`config.mk`:
```
export PLATFORM = sky130hd
export DESIGN_NAME = gold_nic
export DESIGN_NICKNAME = d
export VERILOG_FILES = /design/src/rtl/gold_nic_pkg.sv /design/src/rtl/nic_flit_buf.sv /design/src/rtl/gold_nic.sv
export SDC_FILE = /design/constraint.sdc
export NUM_CORES = 1
export LEC_CHECK = 0
export CAP_MARGIN = 10
export CORE_MARGIN = 2
export CORE_UTILIZATION = 43
export CTS_CLUSTER_SIZE = 8
export DETAILED_ROUTE_END_ITERATION = 7
export GPL_ROUTABILITY_DRIVEN = 0
export PLACE_DENSITY = 0.85
export RECOVER_POWER = 50
export SYNTH_ARGS = -nofsm -noshare
export SYNTH_HDL_FRONTEND = slang
export SYNTH_SLANG_ARGS = --single-unit
```
`constraint.sdc`:
```
create_clock -name clk -period 2 [get_ports clk]
set_input_delay 0.3 -clock clk [delete_from_list [all_inputs] [get_ports clk]]
set_output_delay 0.3 -clock clk [all_outputs]
set_load 0.005 [all_outputs]
```
`src/rtl/gold_nic_pkg.sv`:
```
// Shared constants for the gold_nic processor/mesh bridge: register map, data width
// and the position of the virtual-channel bit inside a flit.
package gold_nic_pkg;

  localparam int unsigned DATA_WIDTH = 64;
  localparam int unsigned ADDR_WIDTH = 2;
  localparam int unsigned VC_BIT     = 0;

  localparam logic [1:0] NIC_IN_BUF   = 2'b00;
  localparam logic [1:0] NIC_IN_STAT  = 2'b01;
  localparam logic [1:0] NIC_OUT_BUF  = 2'b10;
  localparam logic [1:0] NIC_OUT_STAT = 2'b11;

endpackage

```
`src/rtl/nic_flit_buf.sv`:
```
// One-entry flit buffer with a full flag. A load is taken only while empty; clear
// drops the flag but keeps the data, so a later read of an empty buffer sees the old flit.
module nic_flit_buf #(
  parameter int unsigned Width = 64
) (
  input  logic             clk_i,
  input  logic             rst_ni,
  input  logic             load_i,
  input  logic [0:Width-1] data_i,
  input  logic             clr_i,
  output logic [0:Width-1] data_o,
  output logic             full_o
);

  logic [0:Width-1] data_d, data_q;
  logic             full_d, full_q;

  always_comb begin
    data_d = data_q;
    full_d = full_q;
    if (clr_i) begin
      full_d = 1'b0;
    end else if (load_i && !full_q) begin
      data_d = data_i;
      full_d = 1'b1;
    end
  end

  always_ff @(posedge clk_i or negedge rst_ni) begin
    if (!rst_ni) begin
      data_q <= '0;
      full_q <= 1'b0;
    end else begin
      data_q <= data_d;
      full_q <= full_d;
    end
  end

  assign data_o = data_q;
  assign full_o = full_q;

endmodule

```
`src/rtl/gold_nic.sv`:
```
// Memory-mapped NIC for a gold_cmp node: the processor reads/writes one receive and one
// send buffer plus status words; the buffers hand flits to and from the mesh router.
module gold_nic #(
  parameter int unsigned DATA_WIDTH = 64,
  parameter int unsigned ADDR_WIDTH = 2
) (
  input  logic                  clk,
  input  logic                  reset,
  input  logic [0:ADDR_WIDTH-1] addr,
  input  logic [0:DATA_WIDTH-1] d_in,
  output logic [0:DATA_WIDTH-1] d_out,
  input  logic                  nicEn,
  input  logic                  nicWrEn,
  input  logic                  net_si,
  output logic                  net_ri,
  input  logic [0:DATA_WIDTH-1] net_di,
  output logic                  net_so,
  input  logic                  net_ro,
  output logic [0:DATA_WIDTH-1] net_do,
  input  logic                  net_polarity
);
  import gold_nic_pkg::*;

  logic                  rd, wr;
  logic                  in_load, in_clr, in_full;
  logic                  out_load, out_full;
  logic [0:DATA_WIDTH-1] in_data, out_data;

  assign rd = nicEn && !nicWrEn;
  assign wr = nicEn && nicWrEn;

  assign net_ri  = !in_full;
  assign in_load = net_si && !in_full;
  assign in_clr  = rd && (addr == NIC_IN_BUF) && in_full;

  // out_full is the pre-edge value, so a write in the send-completion cycle is dropped.
  assign out_load = wr && (addr == NIC_OUT_BUF) && !out_full;
  assign net_so   = out_full && net_ro && (out_data[VC_BIT] == net_polarity);
  assign net_do   = out_data;

  nic_flit_buf #(
    .Width (DATA_WIDTH)
  ) u_in_buf (
    .clk_i  (clk),
    .rst_ni (reset),
    .load_i (in_load),
    .data_i (net_di),
    .clr_i  (in_clr),
    .data_o (in_data),
    .full_o (in_full)
  );

  nic_flit_buf #(
    .Width (DATA_WIDTH)
  ) u_out_buf (
    .clk_i  (clk),
    .rst_ni (reset),
    .load_i (out_load),
    .data_i (d_in),
    .clr_i  (net_so),
    .data_o (out_data),
    .full_o (out_full)
  );

  always_comb begin
    d_out = '0;
    if (rd) begin
      case (addr)
        NIC_IN_BUF:   d_out = in_data;
        NIC_IN_STAT:  d_out = {{(DATA_WIDTH-1){1'b0}}, in_full};
        NIC_OUT_STAT: d_out = {{(DATA_WIDTH-1){1'b0}}, out_full};
        default:      d_out = '0;
      endcase
    end
  end

endmodule
```
==> impl_metrics.ini, run 1 <==
[power]
p_seq_share_pct = 40.7
powerDensity_nw_per_um2 = 1283
swShare_pct = 25.28
pwr-share-clk_pct = 27.0
max-vdd-ir-drop_mv = 0.8089
p_switching_mw = 2.901
cellInternalPower_mw = 8.573
power.combinational.fraction_pct = 32.3
static_leakage_nw = 4.002

[clock_tree]
clock_slew_at_reported_path_ffs_ns = 0.05
cts_inserted_buffers = 17
postCtsHoldBufs = 0
htreeDepth = 4
clock-root-buffer = clkbuf_16
tritoncts_num_sinks = 130
insertion_delay_ns = 0.41
cts_tree = yes
clock_path_buffers = 2

[global_route]
grt_start_max_net_pins = 131
total_routing_usage_gr_pct = 23.44
grt_first_pass_wirelength_um = 23050
grt-ovfl-total = 0
number_of_antenna_violations_at_the_first_check_in_global_routing = 0
first_global_vias = 4344

[final_layout]
nFillCells = 801
instances_no_fill = 825
insertedDiodeCount = 0
layout-area-overhead-vs-synth_pct = 67.08
final_layout_size_suffix_gt1_share_pct = 26.18
fin_nets = 781

[floorplanning]
fp.dieW_um = 115.6
die_area_um2 = 13350
pin_count = 267
starting_density_of_the_core_pct = 44.37
floorplan.die.height_um = 115.6
floorplan.rows = 40
core_um2 = 12060

[sta]
maxClockFrequency_mhz = 521.3
pins_over_their_slew_limit = 0
worst_pin_slew_ns = 0.6820
layout_worst_path_cycle_share_pct = 95.92
final-setup-viol-count = 0
timing.final.hold_violations = 0
period_needed_ns = 1.918
setup_tns_ns = 0
slew-limit-headroom_pct = 54.53
rsz0062_at_grt = no
hold-worst-slack_ns = 0.06306
skew_ns = 0.005942

[setup_path]
critical_path_class = in -> out
cells_traversed_along_the_worst_timing_path = buf_2 -> nor4b_4 -> buf_4 -> buf_4 -> buf_12 -> buf_16 -> and2_1 -> clkdlybuf4s15_1
critPathMaxStageDelay_ns = 0.29
required_ns = 1.70
critical_path.startpoint_type = primary input
setup.worst_path.start = addr[0]
timing.critical_path.slowest_stage_cell = nor4b_4
r2r-start = u_out_buf.full_o
worst-endpoint-arrival_ns = 1.62
r2r_setup_slack_ns = 0.21
cp_max_fo = 16
crit_top_cell = buf_4
critical_path.endpoint_type = primary output

[synth]
synth_ff_type = dfrtp_1
netlist-cell-type-count = 20
flip_flop_and_latch_count_after_synthesis = 130
netlist_top_cells_area = dfrtp_1 61%, mux2_2 23%, and2_1 7.4%, mux2_1 4.4%, buf_6 1.3%
post_synth.cell_area_avg_um2 = 15.12
ys_warn_count = 0
syn-num-nets = 491
proportion_of_register_bits_with_asynchronous_set_or_reset_after_synthesis_pct = 100.0
syn_area_um2 = 5351
synthesis.instances = 354
library_cell_with_the_highest_instance_count_after_synthesis = dfrtp_1
synth.yosys.seq_area_share_pct = 60.79
synth_top_area_share_pct = 60.79
synth_enable_flop_cells = 0
netlist.top_cell.by_area = dfrtp_1
leading_post_synthesis_cells_by_instance_count = 130 x dfrtp_1, 107 x mux2_2, 63 x and2_1

[drt]
via_count = 3945
post_dr_vias_cell = 4.782
drt-total-wl_um = 15280
detail_route.iter0.violations = 167
wl_per_cell_um = 18.52
dr.pass1.iters = 4
post-route-drc-count = 0
ant_nets = 0

[run]
max_cap_violations = 0

[outcome]
outcome = completed

[placement]
hpwl_um = 10440
portBuffers = 266
placed_cells_incl_taps = 780

[min_path]
timing.hold.worst.class = in -> async
-- final timing paths --
path,to,depth (start not counted)
min reg2reg,u_out_buf.data_o[22],1
min in group clk,u_out_buf.full_o,3
max in group asynchronous,u_in_buf.data_o[58],2
min,u_out_buf.data_o[53],2
max,d_out[11],8
max reg2reg,u_out_buf.data_o[52],4
-- registers in the layout (all words and copies together) (netlist names) --
| name | cells |
|---|---|
| u_in_buf.data_o | 64 |
| u_out_buf.full_o | 1 |
| u_in_buf.full_o | 1 |
| u_out_buf.data_o | 64 |
-- timing repair --
item,4_1_cts,5_1_grt
pin swaps,1,1
gates resized for setup,91,13
cloned,3,0
setup buffers,10,0
setup endpoints to repair,65,58
-- power groups by stage --
stage	logic (mW)	clock network, mW	registers (mW)
2_1_floorplan	1.54	0	4.58
3_3_place_gp	3.61	0	4.63
3_5_place_dp	3.73	0	4.72
4_1_cts	3.79	3.16	4.67
5_1_grt	3.96	3.28	4.86
6_report	3.71	3.10	4.67
-- per-layer routing --
metal,routed length (um),part of all wire [%],GRT usage (%),vias up
met2,7914,52,40.94,189
met4,429,2.8,11.00,0
met3,1316,8.6,7.636,27
met1,5619,37,25.92,1933
li1,-,-,-,1796
met5,0,0,0,-
-- cells in the final DEF (no fill, tap or decap), drive strengths merged, types with 2 or more instances in the layout --
cell type / instances
and2: 63
buf: 22
bufinv: 3
clkbuf: 31
clkdlybuf4s15: 13
clkdlybuf4s50: 196
clkinv: 6
clkinvlp: 2
dfrtp: 130
dlygate4sd2: 49
inv: 2
mux2: 128
-- area by class of cell --
type,instances,area [um^2],area share (%)
Sequential cell,130,3254,36.40
Timing Repair Buffer,290,2919,32.65
Multi-Input combinational cell,203,1954,21.86
Clock buffer,21,460.4,5.150
Tap cell,168,210.2,2.351
Clock inverter,11,135.1,1.511
Inverter,2,7.507,0.08396
-- cell families after synthesis --
group | synth area share [%]
compound gates | 0.3272
xor+xnor | 0.1637
buf+inv | 2.478
flops | 60.79
mux | 27.12
simple gates | 9.119
-- critical path: cells and delay by family --
kind	cells	cell delay [ns]
and+or+nand+nor	2	0.44
buffers and inverters	6	0.88
-- metrics by stage --
step / util (%) / power, mW / cell area, um^2 / setup WS, ns
2_1_floorplan: - / 6.120 / 5351 / 0.6059
3_3_place_gp: 68.50 / 8.244 / 8262 / -0.4704
3_5_place_dp: 68.50 / 8.447 / 8262 / -0.5054
4_1_cts: 74.65 / 11.62 / 9004 / -0.01519
5_1_grt: 74.13 / 12.10 / 8941 / 0.01462
6_report: 74.13 / 11.47 / 8941 / 0.08165
Note: power is estimated with default switching activity, not from simulation.
==> run 2, diff against run 1 <==
--- a/config.mk
+++ b/config.mk
@@ -8,11 +8,12 @@
 export CAP_MARGIN = 10
 export CORE_MARGIN = 2
-export CORE_UTILIZATION = 43
+export CORE_UTILIZATION = 36
 export CTS_CLUSTER_SIZE = 8
 export DETAILED_ROUTE_END_ITERATION = 7
 export GPL_ROUTABILITY_DRIVEN = 0
-export PLACE_DENSITY = 0.85
+export PLACE_DENSITY = 0.76
 export RECOVER_POWER = 50
 export SYNTH_ARGS = -nofsm -noshare
 export SYNTH_HDL_FRONTEND = slang
 export SYNTH_SLANG_ARGS = --single-unit
+export TNS_END_PERCENT = 20
==> constraint.sdc (replaced) <==
create_clock -name clk -period 1.6 [get_ports clk]
set_input_delay 0.24 -clock clk [delete_from_list [all_inputs] [get_ports clk]]
set_output_delay 0.24 -clock clk [all_outputs]
set_load 0.05 [all_outputs]
==> run 2 against run 1 <==
Against the previous run:
- the run now ends with setup timing left
- first-iteration DRC count decreased by 18%
- core utilization decreased by 8.1 points
- via count increased by 0.33%
- sequential power increased by 25%
- largest cell class is now non-clock buffers
- largest power group is now combinational logic
==> impl_metrics.ini, run 2 (same netlist as run 1, synthesis figures left out) <==
[outcome]
outcome = finished, violations left
violations = setup timing

[sta]
timing.final.hold_violations = 0
maxClockFrequency_mhz = 590.2
pins_over_their_slew_limit = 0
period_needed_ns = 1.694
rsz0062_at_grt = yes
skew_ns = 0.006129
final-setup-viol-count = 12
layout_worst_path_cycle_share_pct = 105.9
slew-limit-headroom_pct = 61.14
layout_setup_ws_ns = -0.09441
worst_pin_slew_ns = 0.5828

[setup_path]
required_ns = 1.36
timing.critical_path.buf_inv = 1
critical_path.endpoint_type = primary output
r2r_end = u_in_buf.data_o[6]
worst_path_dominant_cell_family = flip-flops
timing.critical_path.slowest_stage_cell = dfrtp_1
critical_path.startpoint_type = register
critical_path_class = reg -> out
timing.reg2reg.worst_path_depth = 4
worst-endpoint-arrival_ns = 1.45
r2r_setup_slack_ns = 0.10
r2r-start = u_in_buf.full_o
critPathMaxStageDelay_ns = 0.39
cells_traversed_along_the_worst_timing_path = mux2i_1 -> o21ai_1 -> and3b_2 -> buf_12
cp_max_fo = 2

[power]
p_seq_share_pct = 33.8
pwr-share-clk_pct = 22.8
powerDensity_nw_per_um2 = 1806
p_switching_mw = 6.989
swShare_pct = 40.32
static_leakage_nw = 4.212
max-vdd-ir-drop_mv = 1.340
fin_total_pwr_mw = 17.33
cellInternalPower_mw = 10.34
power.combinational.fraction_pct = 43.4

[placement]
portBuffers = 266
hpwl_um = 10870
placedInstanceArea_um2 = 8792
placed_cells_incl_taps = 799

[final_layout]
most_common_cell_after_layout_fill_and_taps_aside = clkdlybuf4s50_1
final_cell_mix = 131 x clkdlybuf4s50_1, 129 x dfrtp_1, 107 x mux2_2, 70 x buf_12, 52 x clkbuf_2
final_layout_size_suffix_gt1_share_pct = 53.80
design_area_um2 = 9594
instances_no_fill = 842
fin_nets = 782
insertedDiodeCount = 0
layout-area-overhead-vs-synth_pct = 79.28

[drt]
ant_nets = 0
detail_route.iter0.violations = 137
dr.pass1.iters = 5
post-route-drc-count = 0
drt-total-wl_um = 15060
post_dr_vias_cell = 4.701
wl_per_cell_um = 17.89
via_count = 3958

[floorplanning]
pin_count = 267
fp.dieW_um = 125.9
die_area_um2 = 15860
core_um2 = 14530
floorplan.rows = 44
starting_density_of_the_core_pct = 36.82
floorplan.die.height_um = 125.9

[global_route]
grt_first_pass_wirelength_um = 23730
number_of_antenna_violations_at_the_first_check_in_global_routing = 1
first_global_vias = 4406
total_routing_usage_gr_pct = 19.51
grt-ovfl-total = 0
grt_start_max_net_pins = 55

[clock_tree]
clock_slew_at_reported_path_ffs_ns = 0.05
clock-root-buffer = clkbuf_16
htreeDepth = 4
clock_path_buffers = 2
tritoncts_num_sinks = 130
insertion_delay_ns = 0.41
cts_inserted_buffers = 17
cts_tree = yes

[run]
max_cap_violations = 0

[min_path]
terminating_pin_of_the_worst_hold_path = u_out_buf.full_o
hold_path.startpoint = addr[1]
hold_path_depth = 4
timing.hold.worst.class = in -> reg
-- run 2: area by class of cell --
cell class	instances	area (um^2)
multi-input combinational	203	2100
tap	184	230.2
clock buffer	19	452.9
sequential	130	3254
inverter	2	7.507
clock inverter	13	160.2
timing repair buffer	291	3390
fill	1107	4940
-- run 2: metrics by stage --
stage	setup slack [ns]	utilization, %	hold slack (ns)	TNS (ns)
2_1_floorplan	0.02866	-	-0.05559	0
3_3_place_gp	-0.3969	60.49	0.1566	-44.29
3_5_place_dp	-0.4358	60.49	0.1620	-48.88
4_1_cts	-0.1301	66.75	0.2622	-0.7090
5_1_grt	-0.1606	66.01	0.3120	-1.099
6_report	-0.09441	66.01	0.3111	-0.5731
-- run 2: timing repair --
action | 4_1_cts | 5_1_grt
setup buffers | 3 | 2
endpoints found under the hold margin | 22 | 0
gates cloned | 5 | 0
resized for setup | 74 | 14
pin swaps | 11 | 1
setup endpoints to repair | 65 | 26
hold buffers | 1 | 0
-- run 2: worst max-delay path by stage --
stage / slack, ns / endpoint / from / depth (start not counted)
global placement: -0.40 / d_out[21] / nicWrEn / 5
CTS: -0.13 / d_out[63] / u_in_buf.full_o / 4
detailed placement: -0.44 / d_out[3] / addr[0] / 5
global route: -0.16 / d_out[63] / u_in_buf.full_o / 4
finish: -0.09 / d_out[63] / u_in_buf.full_o / 4
floorplan: 0.03 / d_out[1] / nicWrEn / 3
-- run 2: tightest hold or removal path, cell delays in order --
cell	delay [ns]
buf_8	0.08
nand4b_4	0.18
buf_4	0.12
a21oi_1	0.05
-- run 2: routing by layer --
metal	track usage, %	vias up	wire length, um
li1	-	1799	-
met1	21.55	1983	5549
met2	34.16	152	8079
met3	7.477	22	1117
met4	7.240	2	304
met5	0	-	12
-- run 2: power by group through the flow --
| stage | sequential [mW] | clock, mW | combinational, mW |
|---|---|---|---|
| CTS | 5.91 | 4.05 | 7.97 |
| floorplan | 8.59 | 0 | 2.24 |
| global placement | 5.81 | 0 | 7.69 |
| finish | 5.86 | 3.96 | 7.52 |
| global route | 6.10 | 4.22 | 7.87 |
| detailed placement | 5.92 | 0 | 7.85 |
==> run 3, diff against run 2 <==
Settings changed: CORE_UTILIZATION 36 to 40, PLACE_DENSITY 0.76 to 0.8.
Clock period 1.6 ns to 1.8 ns, I/O delays scaled along.
==> run 3 against run 2 <==
Against the previous run:
- the run now ends clean
- count of clock-buffer cells in the layout up 7
- routed wire length up 5.7%
- die area down 9.7%
- final area about the same
- non-clock buffer count unchanged
- global-route usage up 3.7 points
- clock skew down 0.0010 ns
- sequential power down 11%
- flip-flop and latch count unchanged
- critical path type unchanged
- critical endpoint unchanged
==> impl_metrics.ini, run 3 (same netlist as run 1, synthesis figures left out) <==
[outcome]
outcome = completed

[min_path]
terminating_pin_of_the_worst_hold_path = u_out_buf.full_o
timing.hold.worst.class = in -> reg
hold_path_depth = 4
hold_path.startpoint = addr[1]

[sta]
final-setup-viol-count = 0
period_needed_ns = 1.766
maxClockFrequency_mhz = 566.3
skew_ns = 0.005083
worst_pin_slew_ns = 0.6510
hold-worst-slack_ns = 0.3481
timing.final.hold_violations = 0
rsz0062_at_grt = yes
slew-limit-headroom_pct = 56.79
pins_over_their_slew_limit = 0
layout_worst_path_cycle_share_pct = 98.10

[setup_path]
critical_path_class = reg -> out
r2r_setup_slack_ns = 0.15
r2r_end = u_in_buf.data_o[17]
critical_path.endpoint_type = primary output
worst-endpoint-arrival_ns = 1.50
required_ns = 1.53
critical_path.startpoint_type = register
cp_max_fo = 3
timing.reg2reg.worst_path_depth = 3
r2r-start = u_in_buf.full_o

[floorplanning]
starting_density_of_the_core_pct = 40.73
floorplan.die.height_um = 119.7
floorplan.rows = 42
fp.dieW_um = 119.7
pin_count = 267
die_area_um2 = 14320
core_um2 = 13140

[drt]
ant_nets = 0
dr.pass1.iters = 4
post-route-drc-count = 0
wl_per_cell_um = 19.09
post_dr_vias_cell = 4.825
detail_route.iter0.violations = 137
drt-total-wl_um = 15920
via_count = 4024

[power]
static_leakage_nw = 4.203
powerDensity_nw_per_um2 = 1559
fin_total_pwr_mw = 14.95
max-vdd-ir-drop_mv = 1.158

[placement]
portBuffers = 266
hpwl_um = 10860
placed_cells_incl_taps = 791

[final_layout]
final_layout_size_suffix_gt1_share_pct = 42.55
most_common_cell_after_layout_fill_and_taps_aside = clkdlybuf4s50_1
final_cell_mix = 131 x clkdlybuf4s50_1, 129 x dfrtp_1, 107 x mux2_2, 69 x buf_12, 58 x dlygate4sd2_1
insertedDiodeCount = 0
instances_no_fill = 834
fin_util_pct = 73.02
fin_nets = 782
layout-area-overhead-vs-synth_pct = 79.26

[global_route]
grt-ovfl-total = 0
number_of_antenna_violations_at_the_first_check_in_global_routing = 0
grt_start_max_net_pins = 42
total_routing_usage_gr_pct = 23.18
grt_first_pass_wirelength_um = 24830
first_global_vias = 4500

[clock_tree]
htreeDepth = 4
cts_tree = yes
clock_path_buffers = 2
clock-root-buffer = clkbuf_16
insertion_delay_ns = 0.42
cts_inserted_buffers = 17
tritoncts_num_sinks = 130
clock_slew_at_reported_path_ffs_ns = 0.05

[run]
max_cap_violations = 0
==> run 3: changes by cell type in the layout (fill, tap and decap cells not counted), sizes merged <==
cell / before / now
buf: 107 / 87
clkinv: 8 / 6
clkbuf: 71 / 40
bufinv: 3 / 0
clkinvlp: 2 / 0
dlygate4sd2: 0 / 58
==> run 3: critical path, cell delays in order (launching register included) <==
cell and delay (ns):
dfrtp_1 0.42, mux2i_1 0.20, o21ai_1 0.09, and3b_2 0.22, buf_12 0.15
==> run 3: power by group <==
part	internal (mW)	switching [mW]	total, mW
logic	2.54	4.16	6.70
registers	4.42	0.793	5.21
clock network	1.85	1.19	3.04
==> run 3: worst max-delay path by stage <==
| stage | from | endpoint | slack [ns] | cells past startpoint |
|---|---|---|---|---|
| floorplan | nicWrEn | d_out[1] | 0.17 | 3 |
| global placement | nicWrEn | d_out[29] | -0.28 | 5 |
| detailed placement | nicWrEn | d_out[10] | -0.32 | 5 |
| CTS | addr[1] | d_out[3] | 0.00006 | 7 |
| global route | u_in_buf.full_o | d_out[63] | -0.02 | 4 |
| finish | u_in_buf.full_o | d_out[63] | 0.03 | 4 |
==> run 3: routing by layer <==
layer  up-vias  routed length, um  track usage [%]
li1       1801                  -                -
met1      1996               5759            25.23
met2       188               8410            41.04
met3        39               1285            8.080
met4         0                462            9.559
met5         -                  0                0
==> run 3: final cells by class <==
cell class              instances  area (um^2)
clock buffers                  26        489.2
clock inverters                 6        30.03
fillers                       839         3545
inverters                       2        7.507
multi-input cells             203         2095
flip-flops and latches        130         3254
well taps                     176        220.2
repair buffers                291         3497
==> run 3: repair_timing <==
item | in CTS | in global routing
pin swaps | 1 | 1
resized for setup | 127 | 6
setup endpoints to repair | 122 | 25
endpoints found under the hold margin | 23 | 0
setup buffers | 5 | 0
cloned | 5 | 0
hold buffers | 1 | 0
==> run 3: per-stage QoR <==
| step | setup TNS, ns | cell area [um^2] | worst slack (ns) |
|---|---|---|---|
| after floorplan | 0 | 5351 | 0.1687 |
| after global placement | -26.76 | 8940 | -0.2790 |
| after detailed placement | -30.97 | 8940 | -0.3230 |
| after CTS | 0 | 9682 | 0.00005684 |
| after global routing | -0.02067 | 9593 | -0.02064 |
| final | 0 | 9593 | 0.03418 |
